===== src/rtl/ldtu_gain_select.sv =====
// Gain selector: delays gain-1/gain-10 samples and emits gain-1 data around gain-10 saturation.
// Optional macro LDTU_GSEL_FORCEG1_EN adds input force_g1 to force gain-1 per sample.
module ldtu_gain_select #(
    parameter int Nbits_12  = 12,
    parameter int PRE_DEPTH = 8
) (
    input  logic                CLK,
    input  logic                rst,
    input  logic [Nbits_12-1:0] DATA_gain_01,
    input  logic [Nbits_12-1:0] DATA_gain_10,
    input  logic [Nbits_12-1:0] SATURATION_value,
    input  logic                win_len,
`ifdef LDTU_GSEL_FORCEG1_EN
    input  logic                force_g1,
`endif
    output logic [Nbits_12:0]   DATA_out,
    output logic                data_valid,
    output logic                SeuError
);

    localparam int CW = ($clog2(PRE_DEPTH + 16) < 5) ? 5 : $clog2(PRE_DEPTH + 16);
    localparam int FW = $clog2(PRE_DEPTH + 2);
    localparam logic [CW-1:0] LOAD_S   = CW'(PRE_DEPTH + 7);
    localparam logic [CW-1:0] LOAD_L   = CW'(PRE_DEPTH + 15);
    localparam logic [FW-1:0] FILL_END = FW'(PRE_DEPTH + 1);

    logic [Nbits_12-1:0]                r_g01_in, r_g10_in;
    logic                               r_win_in;
    logic [PRE_DEPTH-1:0][Nbits_12-1:0] r_g01_d, r_g10_d;
    logic [CW-1:0]                      r_cnt;
    logic [FW-1:0]                      r_fill;

    logic          w_sat, w_flag, w_frc;
    logic [CW-1:0] w_cnt_nxt;

    always_ff @(posedge CLK or posedge rst) begin
        if (rst) begin
            r_g01_in <= '0;
            r_g10_in <= '0;
            r_win_in <= 1'b0;
            r_g01_d  <= '0;
            r_g10_d  <= '0;
        end else begin
            r_g01_in   <= DATA_gain_01;
            r_g10_in   <= DATA_gain_10;
            r_win_in   <= win_len;
            r_g01_d[0] <= r_g01_in;
            r_g10_d[0] <= r_g10_in;
            for (int i = 1; i < PRE_DEPTH; i++) begin
                r_g01_d[i] <= r_g01_d[i-1];
                r_g10_d[i] <= r_g10_d[i-1];
            end
        end
    end

`ifdef LDTU_GSEL_FORCEG1_EN
    // Force bit rides alongside its sample so it lands on that sample's output slot.
    logic [PRE_DEPTH:0] r_frc;

    always_ff @(posedge CLK or posedge rst) begin
        if (rst) begin
            r_frc <= '0;
        end else begin
            r_frc[0] <= force_g1;
            for (int i = 1; i <= PRE_DEPTH; i++) r_frc[i] <= r_frc[i-1];
        end
    end

    assign w_frc = r_frc[PRE_DEPTH];
`else
    assign w_frc = 1'b0;
`endif

    // A saturated sample at the input stage lines up with sample s-PRE_DEPTH at the
    // delay-line tail, so the window opens on the current output and the counter
    // holds how many further outputs stay gain-1.
    always_comb begin
        w_sat     = (r_g10_in >= SATURATION_value);
        w_cnt_nxt = r_cnt;
        if (w_sat)
            w_cnt_nxt = r_win_in ? LOAD_L : LOAD_S;
        else if (r_cnt != '0)
            w_cnt_nxt = r_cnt - 1'b1;
        w_flag = w_sat | (r_cnt != '0) | w_frc;
    end

    always_ff @(posedge CLK or posedge rst) begin
        if (rst) begin
            DATA_out   <= '0;
            data_valid <= 1'b0;
            r_cnt      <= '0;
            r_fill     <= '0;
        end else begin
            DATA_out   <= {w_flag, w_flag ? r_g01_d[PRE_DEPTH-1] : r_g10_d[PRE_DEPTH-1]};
            r_cnt      <= w_cnt_nxt;
            data_valid <= (r_fill == FILL_END);
            if (r_fill != FILL_END)
                r_fill <= r_fill + 1'b1;
        end
    end

    assign SeuError = 1'b0;

endmodule


===== config.mk =====
export PLATFORM = sky130hd
export DESIGN_NAME = ldtu_gain_select
export DESIGN_NICKNAME = d
export VERILOG_FILES = /design/src/rtl/ldtu_gain_select.sv
export SDC_FILE = /design/constraint.sdc
export NUM_CORES = 1
export LEC_CHECK = 0
export BUFFER_PORTS_ARGS = -buffer_cell sky130_fd_sc_hd__buf_2
export CAP_MARGIN = 0
export CORE_MARGIN = 10
export CORE_UTILIZATION = 38
export DETAILED_ROUTE_END_ITERATION = 16
export SETUP_SLACK_MARGIN = 0.3
export SLEW_MARGIN = 20
export SYNTH_ARGS = -nofsm -noshare
export SYNTH_HDL_FRONTEND = slang
export SYNTH_SLANG_ARGS = --single-unit

===== constraint.sdc =====
create_clock -name CLK -period 10.19 [get_ports CLK]
set_input_delay 1.5285 -clock CLK [delete_from_list [all_inputs] [get_ports CLK]]
set_output_delay 1.5285 -clock CLK [all_outputs]
set_load 0.03 [all_outputs]

Word level (Yosys, flattened, before mapping) --
Cells that the tools add are included.
Storage, ports and cells: logic and storage cells 35, input port bits 39, output and inout bits 15, register bits 240
Cells by class: add/subtract/negate cells 2, muxes and demuxes 4, $lt $le $gt $ge 1, eq/ne operators 2, reduce and logical (&&, ||, !) cells 2, bitwise operators 1
Operators with widths (number):
- $mux W5 | 3
- $ge A12 B12 Y1 | 1
- $mux W12 | 1
- $reduce_bool A5 Y1 | 1
- $sub A5 B1 Y5 const B | 1
- $add A4 B1 Y4 const B | 1
- $eq A4 B4 Y1 const B | 1
- $ne A4 B4 Y1 const B | 1
- $reduce_bool A2 Y1 | 1
- $or A1 B1 Y1 | 1

Depth between registers and ports, before layout --
Gate-level depths: netlist (run 1).
word-level depth 3, depth in mapped cells 8, gate-level depth less buffers 7

Worst setup path before layout (run 1) --
OpenSTA, ideal clock, no wires.
kind input-to-reg, start in SATURATION_value[2], end reg DATA_out[10], required time 10.065 ns, path slack 7.081 ns, arrival time 2.984 ns, setup time 0.125 ns, stages 8, cells stage by stage inv_1 -> ha_1 -> a211oi_2 -> o21ai_1 -> a41oi_2 -> o211ai_2 -> buf_6 -> mux2_4
On the way: word-level cells in the longest chain between the ends 3
RTL lines:
- start, declared | RTL line 11 | input logic [Nbits_12-1:0] SATURATION_value,
- $ge A12 B12 Y1 | RTL line 78 | w_sat = (r_g10_in >= SATURATION_value);
- $or A1 B1 Y1 | RTL line 84 | w_flag = w_sat | (r_cnt != '0) | w_frc;
- via w_flag | RTL line 33 | logic w_sat, w_flag, w_frc;
- $mux W12 | RTL line 94 | DATA_out <= {w_flag, w_flag ? r_g01_d[PRE_DEPTH-1] : r_g10_d[PRE_DEPTH-1]};
- end signal, assigned | RTL line 94
- end, declared | RTL line 16 | output logic [Nbits_12:0] DATA_out,
The timed path passes the listed nets, and every way through them passes these cells. A chain may end at the register's enable or synchronous reset.

Final worst setup path (run 1) --
start in SATURATION_value[2], end reg DATA_out[1]
On the way: word-level cells in the longest chain between the ends 3
RTL lines (RTL line):
- $ge A12 B12 Y1 | 78
- $or A1 B1 Y1 | 84
- $mux W12 | 94
No other way between the ends.

==> flow_summary.toml, run 1 <==
[outcome]
status = "finished, final reports clean"

[routing]
post_drt_wl_per_cell_um = 12.9
drcViolationCount = 0
drt_wl_total_mm = 8.37
antenna_left = 0
first_pass_iters = 4
drt_iter0_markers = 155
route.vias.total = 2627
viasPerCell = 4.05

[global_routing]
grtUsageTotal = 0.0742
grt_start_max_net_pins = 148
grt_pass1_wl_mm = 14.8
overflow = 0
grt_antenna_before_repair = 0
grt_pass1_vias = 3050

[place]
dp_hpwl_mm = 5.04
place.port_buffers = 52
gp_congestion = 0.724

[synth]
yosys_warnings = 0
async_flop_share = 1.00
syn_area_mm2 = 0.00674
yosys_register_bits = 240
ys_seq_area_frac = 0.892
synth_nets = 383
synth_cell_types = 26
synthCells = 329
synth_edf_count = 0
synth.avg_cell_area_um2 = 20.5
synth_ff_type = "dfrtp_1"

[layout]
final_nets = 460
drive_gt1_frac = 0.265
num_antenna_cells = 0
area_growth_pct = 19.5
nFillCells = 1448

[worst_setup_path]
reg2reg_depth = 6
worst-path-max-fanout = 13
critPathCaptureType = "register"
crit_type = "in -> reg"
crit_required_ps = 10570
arrival_ps = 3560
crit_chain = "buf_2 -> inv_1 -> ha_1 -> nand2_1 -> o21ai_1 -> a41oi_2 -> o211ai_2 -> mux2_2"
cp_top_family = "compound AO/OA/AOI/OAI gates"
cp.depth = 8
path_buf_inv = 2
crit_path_start_kind = "input pin"
cpPeakStageDelay_ps = 770
slowest_stage = "o211ai_2"

[timing]
rsz0062_at_grt = "no"
period_needed_ps = 3190
whs_ps = 337
tightest_slew_ps = 937
finalHoldViolCount = 0
fin_worst_skew_ps = 7.89
min_period_over_period = 0.313
clock.fmax_ghz = 0.314
setup_viol = 0
relSlewSlack = 0.375
tns_ps = 0
drv_slew = 0

[floorplanning]
die_h_um = 153
core_mm2 = 0.0174
dieArea_mm2 = 0.0234
ios = 54
fp-row-count = 48
start_util = 0.388
die_x_um = 153

[clock_tree]
path_clk_slew_ps = 60
post_cts_resized = 0
cts_sinks = 240
cts_made_buffers = 24
cts_hold_buf = 0
cts_tree = "built"
clk_path_buf_depth = 3
post_cts_buffers = 0
h-tree-depth = 1
root_buffer = "clkbuf_16"
clk_latency_ps = 490

[pwr]
ir_drop_uv = 113
powerDensity_mw_per_mm2 = 237
totalPowerFinal_uw = 1910
p_int_uw = 1520
leakagePower_uw = 0.00378
p_sw_uw = 388
clock_power_share = 0.430
p_comb_frac = 0.034
p_seq_frac = 0.535
switching_share = 0.203

[worst_hold_path]
holdPathStages = 0
hold_class = "reg -> reg"

[job]
drv_cap = 0
final timing paths:
| path | startpoint | to | slack (ps) |
|---|---|---|---|
| setup / recovery | SATURATION_value[2] | DATA_out[1] | 7000 |
| hold / removal | r_g10_d[9] | r_g10_d[21] | 340 |
| setup reg to reg | r_g10_in[2] | DATA_out[1] | 7730 |
| hold reg to reg | r_g10_d[9] | r_g10_d[21] | 340 |
| max in group asynchronous | rst | r_g01_d[56] | 7590 |
| min in group asynchronous | rst | DATA_out[4] | 1250 |
state kept, by name, summed over array words and instances (netlist names):
register	flops
r_win_in	1
r_g01_d	96
r_cnt	5
r_g10_d	96
data_valid	1
DATA_out	13
r_fill	4
r_g01_in	12
r_g10_in	12
area by class of cell:
cell class	count	area, um^2	area share
clock buffer	36	727	0.0904
timing repair buffer	53	272	0.0337
inverter	18	75.1	0.00933
clock inverter	7	41.3	0.00513
tap	225	282	0.0350
multi-input combinational	69	643	0.0799
sequential	240	6010	0.747
metrics by stage:
stage / setup WS, ps / util / area (um^2) / std cells
floorplan: 2070 / - / 6740 / 329
global placement: 6480 / 0.419 / 7270 / 605
detailed placement: 6470 / 0.419 / 7270 / 605
CTS: 6980 / 0.463 / 8040 / 648
global route: 6860 / 0.464 / 8050 / 648
finish: 7000 / 0.464 / 8050 / 648
power groups by stage:
stage	logic (uW)	registers, uW	clock network [uW]
2_1_floorplan	40.6	1040	0
3_3_place_gp	63.6	1040	0
3_5_place_dp	67.2	1040	0
4_1_cts	67.7	1020	851
5_1_grt	75.6	1030	891
6_report	65.6	1020	822
synth_stat cells (all sizes together), types with 2 or more instances:
cell | number | share of area
dfrtp | 240 | 0.89
inv | 18 | 0.010
ha | 15 | 0.028
mux2 | 14 | 0.028
nand2 | 6 | 0.0033
nor2 | 6 | 0.0033
xnor2 | 5 | 0.0065
a21oi | 4 | 0.0030
o211ai | 3 | 0.0041
a211oi | 2 | 0.0037
buf | 2 | 0.0028
nand2b | 2 | 0.0019
nor3 | 2 | 0.0032
o21a | 2 | 0.0022
o21ai | 2 | 0.0015
cells by family (layout without fill, tap and decap cells):
logic type | Yosys count | count (layout) | synth area share
xor+xnor | 5 | 5 | 0.00650
compound gates | 14 | 14 | 0.0169
simple gates | 20 | 20 | 0.0152
buf+inv | 20 | 114 | 0.0128
other cells | 1 | 1 | 0.000557
flops | 240 | 240 | 0.892
fa+ha+maj | 15 | 15 | 0.0279
mux | 14 | 14 | 0.0284
worst reg2reg max path, stage by stage, from the launching register on:
cell	delay (ps)
dfrtp_1	390
ha_1	330
nand2_1	70
o21ai_1	160
a41oi_2	190
o211ai_2	770
mux2_2	420
routing by layer:
metal  GRT usage  share of wire  wire length, um
met2       0.114           0.47             3970
met1      0.0919           0.43             3630
met3      0.0244          0.062              519
met4      0.0381          0.029              247
met5           0              0                0
cell usage in the layout, fill, tap and decap left out:
cell / instances
nor3_4: 1
a211oi_2: 2
clkbuf_16: 25
o21ai_1: 1
mux2_2: 5
buf_2: 52
clkbuf_1: 5
inv_8: 2
nand4_1: 1
nor3_1: 1
xnor2_1: 5
dfrtp_1: 240
o21a_1: 2
nand2b_1: 2
clkinv_2: 6
clkbuf_8: 6
o211ai_2: 1
conb_1: 1
mux2_4: 9
or2_2: 1
o21ai_0: 1
nand2_1: 6
nor2_1: 6
o211ai_1: 2
a21oi_1: 4
a41oi_2: 1
ha_1: 15
buf_6: 1
nor2b_1: 1
inv_1: 17
nand3_1: 1
No activity file was read; power rests on OpenSTA's default activity.
==> run 2, diff against run 1 <==
==> constraint.sdc (replaced) <==
create_clock -name CLK -period 3.21 [get_ports CLK]
set_input_delay 0.4815 -clock CLK [delete_from_list [all_inputs] [get_ports CLK]]
set_output_delay 0.4815 -clock CLK [all_outputs]
set_load 0.03 [all_outputs]
==> flow_summary.toml, run 2 (synthesis gave the netlist of run 1 again) <==
[clock_tree]
clk_latency_ps = 480
cts_hold_buf = 0
root_buffer = "clkbuf_16"
path_clk_slew_ps = 60
cts_made_buffers = 23
h-tree-depth = 1
post_cts_buffers = 0
cts_tree = "built"
cts_sinks = 240
post_cts_resized = 0
clk_path_buf_depth = 3

[floorplanning]
die_h_um = 153
die_x_um = 153
start_util = 0.388
core_mm2 = 0.0174
ios = 54
fp-row-count = 48
dieArea_mm2 = 0.0234

[outcome]
status = "finished, final reports clean"

[timing]
period_needed_ps = 2100
drv_slew = 0
clock.fmax_ghz = 0.476
fin_worst_skew_ps = 6.64
min_period_over_period = 0.654
tightest_slew_ps = 724
relSlewSlack = 0.516
rsz0062_at_grt = "no"
setup_viol = 0
finalHoldViolCount = 0

[place]
place.port_buffers = 52
dp_hpwl_mm = 5.17
placed_area_mm2 = 0.00734
gp_congestion = 0.730
dp.cells = 609

[global_routing]
grt_antenna_before_repair = 0
grtUsageTotal = 0.0715
grt_pass1_wl_mm = 14.2
grt_start_max_net_pins = 74
grt_pass1_vias = 3029
overflow = 0

[pwr]
p_comb_frac = 0.036
clock_power_share = 0.426
totalPowerFinal_uw = 6030
p_sw_uw = 1200
p_int_uw = 4830
switching_share = 0.198
powerDensity_mw_per_mm2 = 747
p_seq_frac = 0.538
leakagePower_uw = 0.00379
ir_drop_uv = 350

[routing]
drt_wl_total_mm = 8.15
antenna_left = 0
drt_iter0_markers = 84
first_pass_iters = 3
drcViolationCount = 0
route.vias.total = 2636
post_drt_wl_per_cell_um = 12.6
viasPerCell = 4.07

[layout]
final_area_mm2 = 0.00807
fin_cells = 648
final_nets = 463
area_growth_pct = 19.9
final_cell_mix = "dfrtp_1 (240), buf_2 (52), clkbuf_16 (23)"
reg_top3 = "r_g01_d x96, r_g10_d x96, DATA_out x13"
fin_util = 0.465
final_common_cell = "dfrtp_1"
drive_gt1_frac = 0.270
num_antenna_cells = 0

[worst_setup_path]
reg2reg_depth = 7
slowest_stage = "dfrtp_1"
path_buf_inv = 1
cp_top_family = "compound AO/OA/AOI/OAI gates"
crit_type = "reg -> reg"
arrival_ps = 2470
crit_required_ps = 3580
crit_path_start_kind = "register"
cpPeakStageDelay_ps = 390
worst-path-max-fanout = 13
cp.depth = 7
crit_chain = "ha_1 -> a211oi_2 -> o21ai_1 -> a41oi_2 -> o211ai_2 -> buf_4 -> mux2_4"
critPathCaptureType = "register"

[worst_hold_path]
hold_class = "in -> reg"
holdPathStages = 1

[job]
drv_cap = 0
-- run 2: final timing paths --
check | startpoint | endpoint | slack (ps)
min in group asynchronous | rst | DATA_out[0] | 120
worst max-delay path | r_g10_in[2] | DATA_out[8] | 1110
worst min register to register | r_g01_d[12] | r_g01_d[24] | 340
worst min-delay path | DATA_gain_01[2] | r_g01_in[2] | 100
worst max register to register | r_g10_in[2] | DATA_out[8] | 1110
max in group asynchronous | rst | r_g01_d[43] | 2330
-- run 2: metrics by stage --
| stage | TNS (ps) | hold WS (ps) | setup slack (ps) |
|---|---|---|---|
| 2_1_floorplan | -100640 | 331 | -419 |
| 6_report | 0 | 95.8 | 1110 |
| 3_3_place_gp | 0 | 333 | 949 |
| 4_1_cts | 0 | 75.0 | 1100 |
| 3_5_place_dp | 0 | 335 | 924 |
| 5_1_grt | 0 | 71.3 | 999 |
-- run 2: routing by layer --
layer | GRT usage | wire [um] | share of wire | vias up
li1 | - | - | - | 1199
met1 | 0.0854 | 3450 | 0.42 | 1353
met2 | 0.117 | 4060 | 0.50 | 67
met3 | 0.0199 | 419 | 0.051 | 17
met4 | 0.0354 | 226 | 0.028 | 0
met5 | 0 | 0 | 0 | -
-- run 2: area by class of cell --
class                           count  area (um^2)
Fill cell                        1428         9280
Sequential cell                   240         6010
Multi-Input combinational cell     69          643
Clock buffer                       30          642
Timing Repair Buffer               57          335
Tap cell                          225          282
Clock inverter                      9         95.1
Inverter                           18         71.3
-- run 2: power groups by stage --
stage	combinational (uW)	clock (uW)	sequential, uW
after floorplan	129	0	3300
after global routing	249	2790	3260
final	216	2570	3240
after CTS	224	2660	3250
after global placement	211	0	3290
after detailed placement	223	0	3300
-- run 2: worst reg2reg max path, stage by stage, from the launching register on --
cell and delay (ps):
dfrtp_1 390, ha_1 320, a211oi_2 230, o21ai_1 110
a41oi_2 280, o211ai_2 120, buf_4 230, mux2_4 320
